==> config.mk <==
export PLATFORM = sky130hd
export DESIGN_NAME = weight_arbiter
export DESIGN_NICKNAME = d
export VERILOG_FILES = /design/src/rtl/weight_arbiter.sv
export SDC_FILE = /design/constraint.sdc
export NUM_CORES = 1
export LEC_CHECK = 0
export ABC_AREA = 1
export BUFFER_PORTS_ARGS = -buffer_cell sky130_fd_sc_hd__buf_2
export CORE_MARGIN = 2
export CORE_UTILIZATION = 25
export CTS_BUF_LIST = sky130_fd_sc_hd__clkbuf_4
export DETAILED_ROUTE_END_ITERATION = 8
export SETUP_SLACK_MARGIN = 0.1
export SLEW_MARGIN = 20
export SYNTH_ARGS = -nofsm -noshare
export SYNTH_HDL_FRONTEND = slang
export SYNTH_SLANG_ARGS = --single-unit
==> constraint.sdc <==
create_clock -name clk -period 2.5 [get_ports clk]
set_input_delay 0.25 -clock clk [delete_from_list [all_inputs] [get_ports clk]]
set_output_delay 0.25 -clock clk [all_outputs]
set_load 0.02 [all_outputs]
==> src/rtl/weight_arbiter.sv <==
// Signed weight store for one neuron, shared round-robin between forward-pass reads
// and backward-pass saturating updates (w <= sat(w + delta)).
module weight_arbiter #(
  parameter  int W = 16,
  parameter  int N = 2,
  localparam int A = (N > 1) ? $clog2(N) : 1
) (
  input  logic           clk,
  input  logic           rst,
  input  logic           s_a_stb,
  input  logic [A-1:0]   s_a_dat,
  output logic           s_a_rdy,
  input  logic           m_d_rdy,
  output logic           m_d_stb,
  output logic [W-1:0]   m_d_dat,
  input  logic           s_u_stb,
  input  logic [A+W-1:0] s_u_dat,
  output logic           s_u_rdy
);

  typedef enum logic [1:0] {
    IDLE = 2'd0,
    READ = 2'd1,
    UPD  = 2'd2
  } state_t;

  localparam logic       PRIO_RD = 1'b0;
  localparam logic       PRIO_UP = 1'b1;
  localparam logic [A:0] N_LIM   = (A + 1)'(N);

  state_t         state_q, state_d;
  logic           prio_q, prio_d;
  logic [W-1:0]   rd_dat_q, rd_dat_d;
  logic [A-1:0]   upd_addr_q, upd_addr_d;
  logic [W:0]     sum_q, sum_d;
  logic [W-1:0]   weight_q [N];
  logic [W-1:0]   weight_d [N];

  logic           rd_grant, up_grant;
  logic [A-1:0]   u_addr;
  logic [W-1:0]   u_delta;
  logic           a_valid, u_valid, c_valid;
  logic [W-1:0]   rd_word, u_word;

  function automatic logic [W-1:0] sat(input logic [W:0] s);
    // The two top bits disagree only when the true sum left the W-bit range.
    if (s[W] != s[W-1]) begin
      return s[W] ? {1'b1, {(W-1){1'b0}}} : {1'b0, {(W-1){1'b1}}};
    end
    return s[W-1:0];
  endfunction

  assign u_addr  = s_u_dat[A+W-1:W];
  assign u_delta = s_u_dat[W-1:0];
  assign a_valid = {1'b0, s_a_dat} < N_LIM;
  assign u_valid = {1'b0, u_addr} < N_LIM;
  assign c_valid = {1'b0, upd_addr_q} < N_LIM;
  assign rd_word = a_valid ? weight_q[s_a_dat] : '0;
  assign u_word  = u_valid ? weight_q[u_addr] : '0;

  always_comb begin
    state_d    = state_q;
    prio_d     = prio_q;
    rd_dat_d   = rd_dat_q;
    upd_addr_d = upd_addr_q;
    sum_d      = sum_q;
    rd_grant   = 1'b0;
    up_grant   = 1'b0;
    for (int i = 0; i < N; i++) begin
      weight_d[i] = weight_q[i];
    end

    case (state_q)
      IDLE: begin
        rd_grant = s_a_stb & (~s_u_stb | (prio_q == PRIO_RD));
        up_grant = s_u_stb & (~s_a_stb | (prio_q == PRIO_UP));
        if (rd_grant) begin
          rd_dat_d = rd_word;
          state_d  = READ;
          prio_d   = PRIO_UP;
        end else if (up_grant) begin
          upd_addr_d = u_addr;
          sum_d      = {u_word[W-1], u_word} + {u_delta[W-1], u_delta};
          state_d    = UPD;
          prio_d     = PRIO_RD;
        end
      end
      READ: begin
        if (m_d_rdy) begin
          state_d = IDLE;
        end
      end
      UPD: begin
        // Out-of-range addresses still complete the handshake but never write.
        for (int i = 0; i < N; i++) begin
          if (c_valid && (upd_addr_q == A'(i))) begin
            weight_d[i] = sat(sum_q);
          end
        end
        state_d = IDLE;
      end
      default: begin
        state_d = IDLE;
      end
    endcase
  end

  always_ff @(posedge clk) begin
    if (rst) begin
      state_q    <= IDLE;
      prio_q     <= PRIO_RD;
      rd_dat_q   <= '0;
      upd_addr_q <= '0;
      sum_q      <= '0;
      for (int i = 0; i < N; i++) begin
        weight_q[i] <= '0;
      end
    end else begin
      state_q    <= state_d;
      prio_q     <= prio_d;
      rd_dat_q   <= rd_dat_d;
      upd_addr_q <= upd_addr_d;
      sum_q      <= sum_d;
      for (int i = 0; i < N; i++) begin
        weight_q[i] <= weight_d[i];
      end
    end
  end

  // rdy is masked during reset so a master never sees a transfer that reset discards.
  assign s_a_rdy = rd_grant & ~rst;
  assign s_u_rdy = up_grant & ~rst;
  assign m_d_stb = (state_q == READ);
  assign m_d_dat = rd_dat_q;

endmodule

==> metrics.txt, run 1 <==
Synth top area share 0.248; placed cell areas 4300 µm²; static leakage 2.17 nW; Worst Setup SP weight_q[1][0]; hold_sp rst; initial antenna violation count 0; Clock Skews 0.0124 ns; Tot Pwr 0.00281 W; die height 129 µm; Worst-path clk slew 0.11 ns; Final Critical Period 2.08 ns; share of cells above drive strength 1 0.135; crit-path max FO 3; Initial Util 0.255; reg-to-reg critical path endpoint sum_q[10]; Design Area, Final 4460 µm²; Post-Syn Area 3870 µm²; Syn Inst Count 516; Die ar. 16500 µm²; hold crit path type input pin to flip-flop; worst vdd ir 0.274 mV; Crit Reg-Reg Startpoint weight_q[1][0]; async set-or-reset flop fraction in the synthesized netlist 0; Initial DRT Pass Iterations 4; CTS tree yes; Worst Tran Pin Value 1.04 ns; # diodes 0; setup TNS 0 ns; setup violators final 0; flops & latches, synth 69; placed wire-length estimate 7080 µm; internal reg-to-reg setup slack 0.42 ns; via count 3284; core area 15200 µm²; drt initial violations 206; Final #Nets 599; hold path endpoint sum_q[2]; Fin. Hold Viols 0; Max-cap violations 0; antenna-violating nets left 0; vias in the first global route 3167; Resized cells post-CTS 0; FMAX 0.481 GHz; Post-synth EDFFs 32; Yosys Warn Count 0; Required @ worst endpoint 2.84 ns; cell row count 45; Clock Latency Late Sink 0.43 ns; largest net degree at the start of global routing 34; unrepaired setup endpoints after global routing false; register area share after synthesis 0.439; Sink Count 69; Area contributors post-synth edfxtp_1 25%, dfxtp_1 19%, nand2_1 11%, inv_1 8.1%, a21oi_1 7.5%; DR WL/cell 12.5 µm; Max-slew headroom 0.304; Worst setup EP type flip-flop; CTS Buf Count 9; reg2reg path depth 14; Vias/cell 4.38; die width 129 µm; GR Overflow Total 0; synth unique cells 31; period utilization 0.832; Max Root-Sink Buffers 2; CTS Root Buffer Type clkbuf_4; H-tree depth 3; I/O pin count 42; Post-CTS Setup Bufs 0; crit path DAT 2.42 ns; GPL Wtd Cong 0.872; DRC 0; first-pass GRT wire length 15400 µm; port bufs 41; outcome completed; Post-CTS Hold Fix Bufs 1; Worst Hold Depth 2; Mapped Nets 558; crit start category flip-flop; Layout area overhead 15.1%; Avg Cell Area, Syn 7.51 µm²; dominant cell type by area after synthesis edfxtp_1; CP Class flip-flop to flip-flop; Post-Route WL 9390 µm; Cell Pwr Density 630 nW/µm²; aggregate global-route resource usage 0.120; Top FF cell, synth dfxtp_1; Final Max Tran Viols 0
## synth_stat cells (4+ instances only)
library cell,n
inv_1,84
o21ai_0,38
o21a_1,9
nand2_1,114
ha_1,18
nor3_1,4
buf_2,5
dfxtp_1,37
clkbuf_1,12
edfxtp_1,32
xor2_1,4
nand3_1,24
nor2_1,51
a21oi_1,58
## worst max-delay path, cell delays in order, from the launching register on
cell and delay, ns:
edfxtp_1 0.40, nand2_1 0.07, o21ai_0 0.09, ha_1 0.24, fa_1 0.38, nand2_1 0.10
nand2_1 0.10, nand3b_1 0.12, nand2_1 0.11, nand2_1 0.10, nand2_1 0.05, nand2_1 0.05
nand3_1 0.07, nand2_1 0.08, inv_1 0.03
## registers in the layout, summed over array words and instances, names as in the netlist
register / flops
weight_q: 32
sum_q: 17
m_d_dat: 16
state_q: 2
prio_q: 1
upd_addr_q: 1
## per-layer routing
metal / vias to the layer above / wire length (µm) / track usage
li1: 1751 / - / -
met1: 1456 / 4360 / 0.147
met2: 59 / 4450 / 0.201
met3: 18 / 367 / 0.0345
met4: 0 / 219 / 0.0454
met5: - / 0 / 0
## per-stage QoR
step	util	setup WS [ns]	hold WS, ns	instances
6_report	0.293	0.421	0.102	750
3_3_place_gp	0.283	0.237	0.435	733
5_1_grt	0.293	0.151	0.0719	750
4_1_cts	0.293	0.408	0.0742	750
3_5_place_dp	0.283	0.238	0.437	733
2_1_floorplan	-	0.355	0.339	516
## layout by cell type (no fill, tap or decap), types with 3 or more instances in the layout
master and instances:
xor2_1 4, inv_1 84, nor2_1 51, o21a_1 9, edfxtp_1 32, nor3_1 4, buf_2 41, dfxtp_1 37
ha_1 18, buf_4 8, nand2_1 114, a21oi_1 58, nand3_1 24, inv_2 3, o21ai_0 38, clkbuf_4 10
## report_power, final
| group | total (W) | internal, W | switching, W |
|---|---|---|---|
| Sequential | 0.00133 | 0.00128 | 0.0000463 |
| Combinational | 0.000683 | 0.000235 | 0.000449 |
| Clock | 0.000802 | 0.000407 | 0.000395 |
## area by class of cell
type,instances,area (µm²)
fillers,1696,10700
multi-input cells,340,1770
flip-flops and latches,69,1700
inverters,87,327
repair buffers,50,275
well taps,188,235
clock inverters,6,77.6
clock buffers,10,75.1
## kinds of logic (layout without fill, tap and decap cells)
logic type,count (synthesis),in the layout,synth area share
xor+xnor,4,4,0.00904
compound gates,116,116,0.163
simple gates,201,201,0.214
fa+ha+maj,19,19,0.0633
flops,69,69,0.439
buf+inv,107,153,0.111
## worst max-delay path by stage
stage	end	depth (start not counted)	slack, ns
2_1_floorplan	weight_q[1][0]	2	0.36
3_3_place_gp	sum_q[11]	14	0.24
3_5_place_dp	sum_q[11]	14	0.24
4_1_cts	sum_q[10]	14	0.41
5_1_grt	sum_q[10]	14	0.15
6_report	sum_q[10]	14	0.42
(Power assumes the default switching activity.)
==> inputs of run 2 (changes only) <==
==> constraint.sdc (replaced) <==
create_clock -name clk -period 2 [get_ports clk]
set_input_delay 0.2 -clock clk [delete_from_list [all_inputs] [get_ports clk]]
set_output_delay 0.2 -clock clk [all_outputs]
set_load 0.02 [all_outputs]
==> run 2 against run 1 <==
Compared with the run above: hold slack got worse by 0.061 ns; die area unchanged; sequential power rose by 25%; power rose by 24%; clock skew rose by 0.0064 ns; worst setup slack worse by 0.34 ns; largest cell class unchanged; count of clock-buffer cells in the layout down 1; global-route usage grew 0.53 points; clock power down 11%.
==> metrics.txt, run 2 (synthesized netlist as in run 1, its figures left out) <==
H-tree depth 3; CTS Root Buffer Type clkbuf_4; Final Max Tran Viols 0; Multi-input gate area 2060 µm²; Final #Nets 645; FMAX 0.521 GHz; Cell Pwr Density 691 nW/µm²; die height 129 µm; PnR worst setup slack 0.0795 ns; vias in the first global route 3446; Final Critical Period 1.92 ns; CTS Buf Count 9; drt initial violations 133; Initial Util 0.255; crit-path max FO 3; initial antenna violation count 0; Hold WS 0.0412 ns; CP Class flip-flop to flip-flop; Worst setup EP type flip-flop; Clock Latency Late Sink 0.43 ns; Worst-path clk slew 0.12 ns; Clock Skews 0.0188 ns; unrepaired setup endpoints after global routing true; Design Area, Final 5070 µm²; Worst Tran Pin Value 0.634 ns; aggregate global-route resource usage 0.125; Sequential Area 1700 µm²; GR Overflow Total 0; internal reg-to-reg setup slack 0.08 ns; via count 3493; Max-cap violations 0; Largest Register weight_q; crit path DAT 2.27 ns; Filler cells 1626; reg2reg path depth 14; DRC 0; core area 15200 µm²; max reg flops 32; period utilization 0.960; static leakage 2.40 nW; port bufs 41; antenna-violating nets left 0; hold_sp rst; Tot Pwr 0.00350 W; reg-to-reg critical path endpoint sum_q[10]; share of cells above drive strength 1 0.288; worst vdd ir 0.508 mV; largest net degree at the start of global routing 34; Die ar. 16500 µm²; Required @ worst endpoint 2.35 ns; Worst Hold Depth 2; die width 129 µm; CTS tree yes; setup violators final 0; most common cell after layout, fill and taps aside nand2_1; outcome completed; Vias/cell 4.39; Crit Reg-Reg Startpoint weight_q[1][0]; Cell Count, Final, Fillers Out 796; Max-slew headroom 0.577; DR WL/cell 12.6 µm; dpl ws -0.170 ns; GPL Wtd Cong 0.887; placed cell areas 4550 µm²; crit start category flip-flop; Fin. Hold Viols 0; hold path endpoint sum_q[2]; Initial DRT Pass Iterations 4; placed wire-length estimate 7280 µm; Post-Place Cells 767; most frequent cells in the layout 92 x nand2_1, 79 x inv_1, 53 x a21oi_1, 53 x buf_4, 49 x nor2_1; Sink Count 69; hold crit path type input pin to flip-flop; Layout area overhead 30.7%; # diodes 0; I/O pin count 42; Max Root-Sink Buffers 2; Post-Route WL 10000 µm; cell row count 45; first-pass GRT wire length 16200 µm
[run 2: cell count changes in the layout (fill, tap and decap cells not counted), moves of 6 or more]
cell / before / now
ha_4: 0 / 10
o21ai_0: 38 / 32
ha_1: 18 / 7
buf_4: 8 / 53
nand2_2: 0 / 17
nand2_1: 114 / 92
o21ai_1: 2 / 8
[run 2: power breakdown]
group / internal, W / switching, W / total [W]
combinational: 0.000466 / 0.000659 / 0.00113
clock: 0.000234 / 0.000483 / 0.000717
sequential: 0.00160 / 0.0000574 / 0.00166
total: 0.00230 / 0.00120 / 0.00350
[run 2: through the flow]
| stage | setup TNS [ns] | util |
|---|---|---|
| global route | -0.301 | 0.333 |
| detailed placement | -1.29 | 0.299 |
| CTS | 0 | 0.316 |
| global placement | -1.21 | 0.299 |
| floorplan | 0 | - |
| finish | 0 | 0.333 |
[run 2: final cells by class]
type,count,share of cell area
Tap cell,188,0.0464
Timing Repair Buffer,96,0.126
Clock buffer,9,0.0133
Inverter,87,0.0654
Clock inverter,7,0.00642
Sequential cell,69,0.336
Multi-Input combinational cell,340,0.406
[run 2: what timing repair did]
action	4_1_cts	5_1_grt
setup buffers	6	6
hold endpoints to repair	1	0
setup endpoints to repair	28	16
hold buffers	1	0
resized for setup	19	56
pin swaps	7	18
[run 2: how the worst max path moves through the flow]
stage | from | to | cells past startpoint
finish | weight_q[1][0] | sum_q[10] | 14
global route | weight_q[1][9] | sum_q[15] | 14
CTS | weight_q[0][2] | sum_q[15] | 13
detailed placement | s_u_dat[16] | sum_q[13] | 14
global placement | s_u_dat[16] | sum_q[15] | 14
floorplan | s_u_dat[16] | sum_q[16] | 15
[run 2: layer usage]
layer / routed length [µm] / GRT usage / vias to the layer above
met1: 4340 / 0.146 / 1584
met3: 408 / 0.0333 / 14
li1: - / - / 1844
met4: 140 / 0.0339 / 0
met5: 0 / 0 / -
met2: 5150 / 0.227 / 51
[run 2: worst max-delay path: stages (launching register included)]
cell and delay, ns:
edfxtp_1 0.42, nand2_1 0.08, o21ai_1 0.06, ha_2 0.19
fa_2 0.37, nand2_4 0.10, nand2_4 0.06, nand3b_1 0.12
nand2_2 0.09, nand2_2 0.07, nand2_1 0.05, nand2_1 0.05
nand3_1 0.06, nand2_1 0.08, inv_1 0.04
==> inputs of run 3 (changes only) <==
--- a/config.mk
+++ b/config.mk
@@ -11,6 +11,7 @@
 export CORE_UTILIZATION = 25
 export CTS_BUF_LIST = sky130_fd_sc_hd__clkbuf_4
 export DETAILED_ROUTE_END_ITERATION = 8
+export RECOVER_POWER = 50
 export SETUP_SLACK_MARGIN = 0.1
 export SLEW_MARGIN = 20
 export SYNTH_ARGS = -nofsm -noshare
==> run 3 against run 2 <==
Compared with the run above: clock skew about the same; largest cell class unchanged; final cell count unchanged; critical path depth unchanged; hold slack improved by 0.0044 ns; critical path type unchanged; utilization decreased by 0.37 points.
==> metrics.txt, run 3 (synthesized netlist as in run 1, its figures left out) <==
outcome completed; Final Critical Period 1.92 ns; static leakage 2.33 nW; cell row count 45; worst vdd ir 0.483 mV; H-tree depth 3; crit start category flip-flop; hold path endpoint sum_q[2]; Worst setup EP type flip-flop; Die ar. 16500 µm²; hold_sp rst; internal reg-to-reg setup slack 0.08 ns; reg2reg path depth 14; DR WL/cell 12.7 µm; Clock Skews 0.0184 ns; port bufs 41; most frequent cells in the layout 93 x nand2_1, 81 x inv_1, 53 x a21oi_1; most frequent CP cell nand2_1; Post-Place Cells 767; Max-cap violations 0; Cell Count, Final, Fillers Out 796; GR Overflow Total 0; # diodes 0; Final Max Tran Viols 0; period utilization 0.962; first-pass GRT wire length 16200 µm; I/O pin count 42; Clock Latency Late Sink 0.43 ns; FMAX 0.520 GHz; share of cells above drive strength 1 0.247; crit-path max FO 3; initial antenna violation count 0; max incr delay on CP 0.42 ns; drt initial violations 134; Worst Tran Pin Value 0.711 ns; Hold WS 0.0456 ns; crit path DAT 2.27 ns; Vias/cell 4.42; Crit Reg-Reg Startpoint weight_q[1][0]; CTS Root Buffer Type clkbuf_4; Final #Nets 645; Required @ worst endpoint 2.35 ns; Fin. Hold Viols 0; reg-to-reg critical path endpoint sum_q[10]; DRC 0; Tot Pwr 0.00348 W; most common cell after layout, fill and taps aside nand2_1; antenna-violating nets left 0; largest net degree at the start of global routing 34; CP Class flip-flop to flip-flop; CP bufs+invs 1; GPL Wtd Cong 0.887; setup violators final 0; Worst Hold Depth 2; placed wire-length estimate 7280 µm; Worst-path clk slew 0.12 ns; Slowest cell on crit path edfxtp_1; Largest Register weight_q; core area 15200 µm²; Initial DRT Pass Iterations 5; Cell Pwr Density 695 nW/µm²; Crit path max-delay family simple AND/OR/NAND/NOR gates; via count 3518; max reg flops 32; hold crit path type input pin to flip-flop; Sink Count 69; Max-slew headroom 0.526; Layout area overhead 29.3%; Post-Route WL 10100 µm; die width 129 µm; Max Root-Sink Buffers 2; Initial Util 0.255; vias in the first global route 3446; CTS Buf Count 9; CTS tree yes; aggregate global-route resource usage 0.125; CP Cell Sequence nand2_1 > o21ai_1 > ha_2 > fa_2 > nand2_4 > nand2_4 > nand3b_1 > nand2_2 > nand2_2 > nand2_1 > nand2_1 > nand3_1 > nand2_1 > inv_1; unrepaired setup endpoints after global routing true; die height 129 µm
[run 3: cell count changes in the layout (fill, tap and decap cells not counted), moves of 2 or more]
cell      change
inv_1         +2
o31ai_2       -2
clkbuf_2      +3
clkbuf_1     +19
buf_4         -5
inv_2         -2
o31ai_1       +2
buf_2        -17
[run 3: metrics by stage]
stage	area [µm²]	setup WS, ns	TNS [ns]	util
final	5010	0.0759	0	0.330
after global placement	4550	-0.162	-1.21	0.299
after floorplan	3880	0.181	0	-
after detailed placement	4550	-0.170	-1.29	0.299
after global routing	5010	-0.0878	-0.301	0.330
after CTS	4810	0.0616	0	0.316
[run 3: how the worst max path moves through the flow]
stage	start	endpoint	slack [ns]	cells after the start
3_5_place_dp	s_u_dat[16]	sum_q[13]	-0.17	14
6_report	weight_q[1][0]	sum_q[10]	0.08	14
5_1_grt	weight_q[1][9]	sum_q[15]	-0.09	14
2_1_floorplan	s_u_dat[16]	sum_q[16]	0.18	15
4_1_cts	weight_q[0][2]	sum_q[15]	0.06	13
3_3_place_gp	s_u_dat[16]	sum_q[15]	-0.16	14
[run 3: layout make-up]
cell class                      instances  area, µm²
Clock buffer                            9       67.6
Clock inverter                          7       32.5
Fill cell                            1635      10200
Inverter                               87        332
Multi-Input combinational cell        340       2040
Sequential cell                        69       1700
Tap cell                              188        235
Timing Repair Buffer                   96        603
[run 3: routing by layer]
| metal | wire length (µm) | track usage |
|---|---|---|
| met2 | 5130 | 0.227 |
| met3 | 427 | 0.0333 |
| met4 | 140 | 0.0339 |
| met5 | 0 | 0 |
| met1 | 4420 | 0.146 |
[run 3: power breakdown]
| part | switching [W] | internal, W |
|---|---|---|
| combinational | 0.000657 | 0.000447 |
| clock | 0.000485 | 0.000234 |
| sequential | 0.0000569 | 0.00160 |
| total | 0.00120 | 0.00228 |
[run 3: what timing repair did]
item                                    4_1_cts  5_1_grt
buffers inserted                              6        6
hold buffers                                  1        0
pin swaps                                     7       18
endpoints found under the setup margin       28       16
resized for setup                            19       56
hold endpoints to repair                      1        0
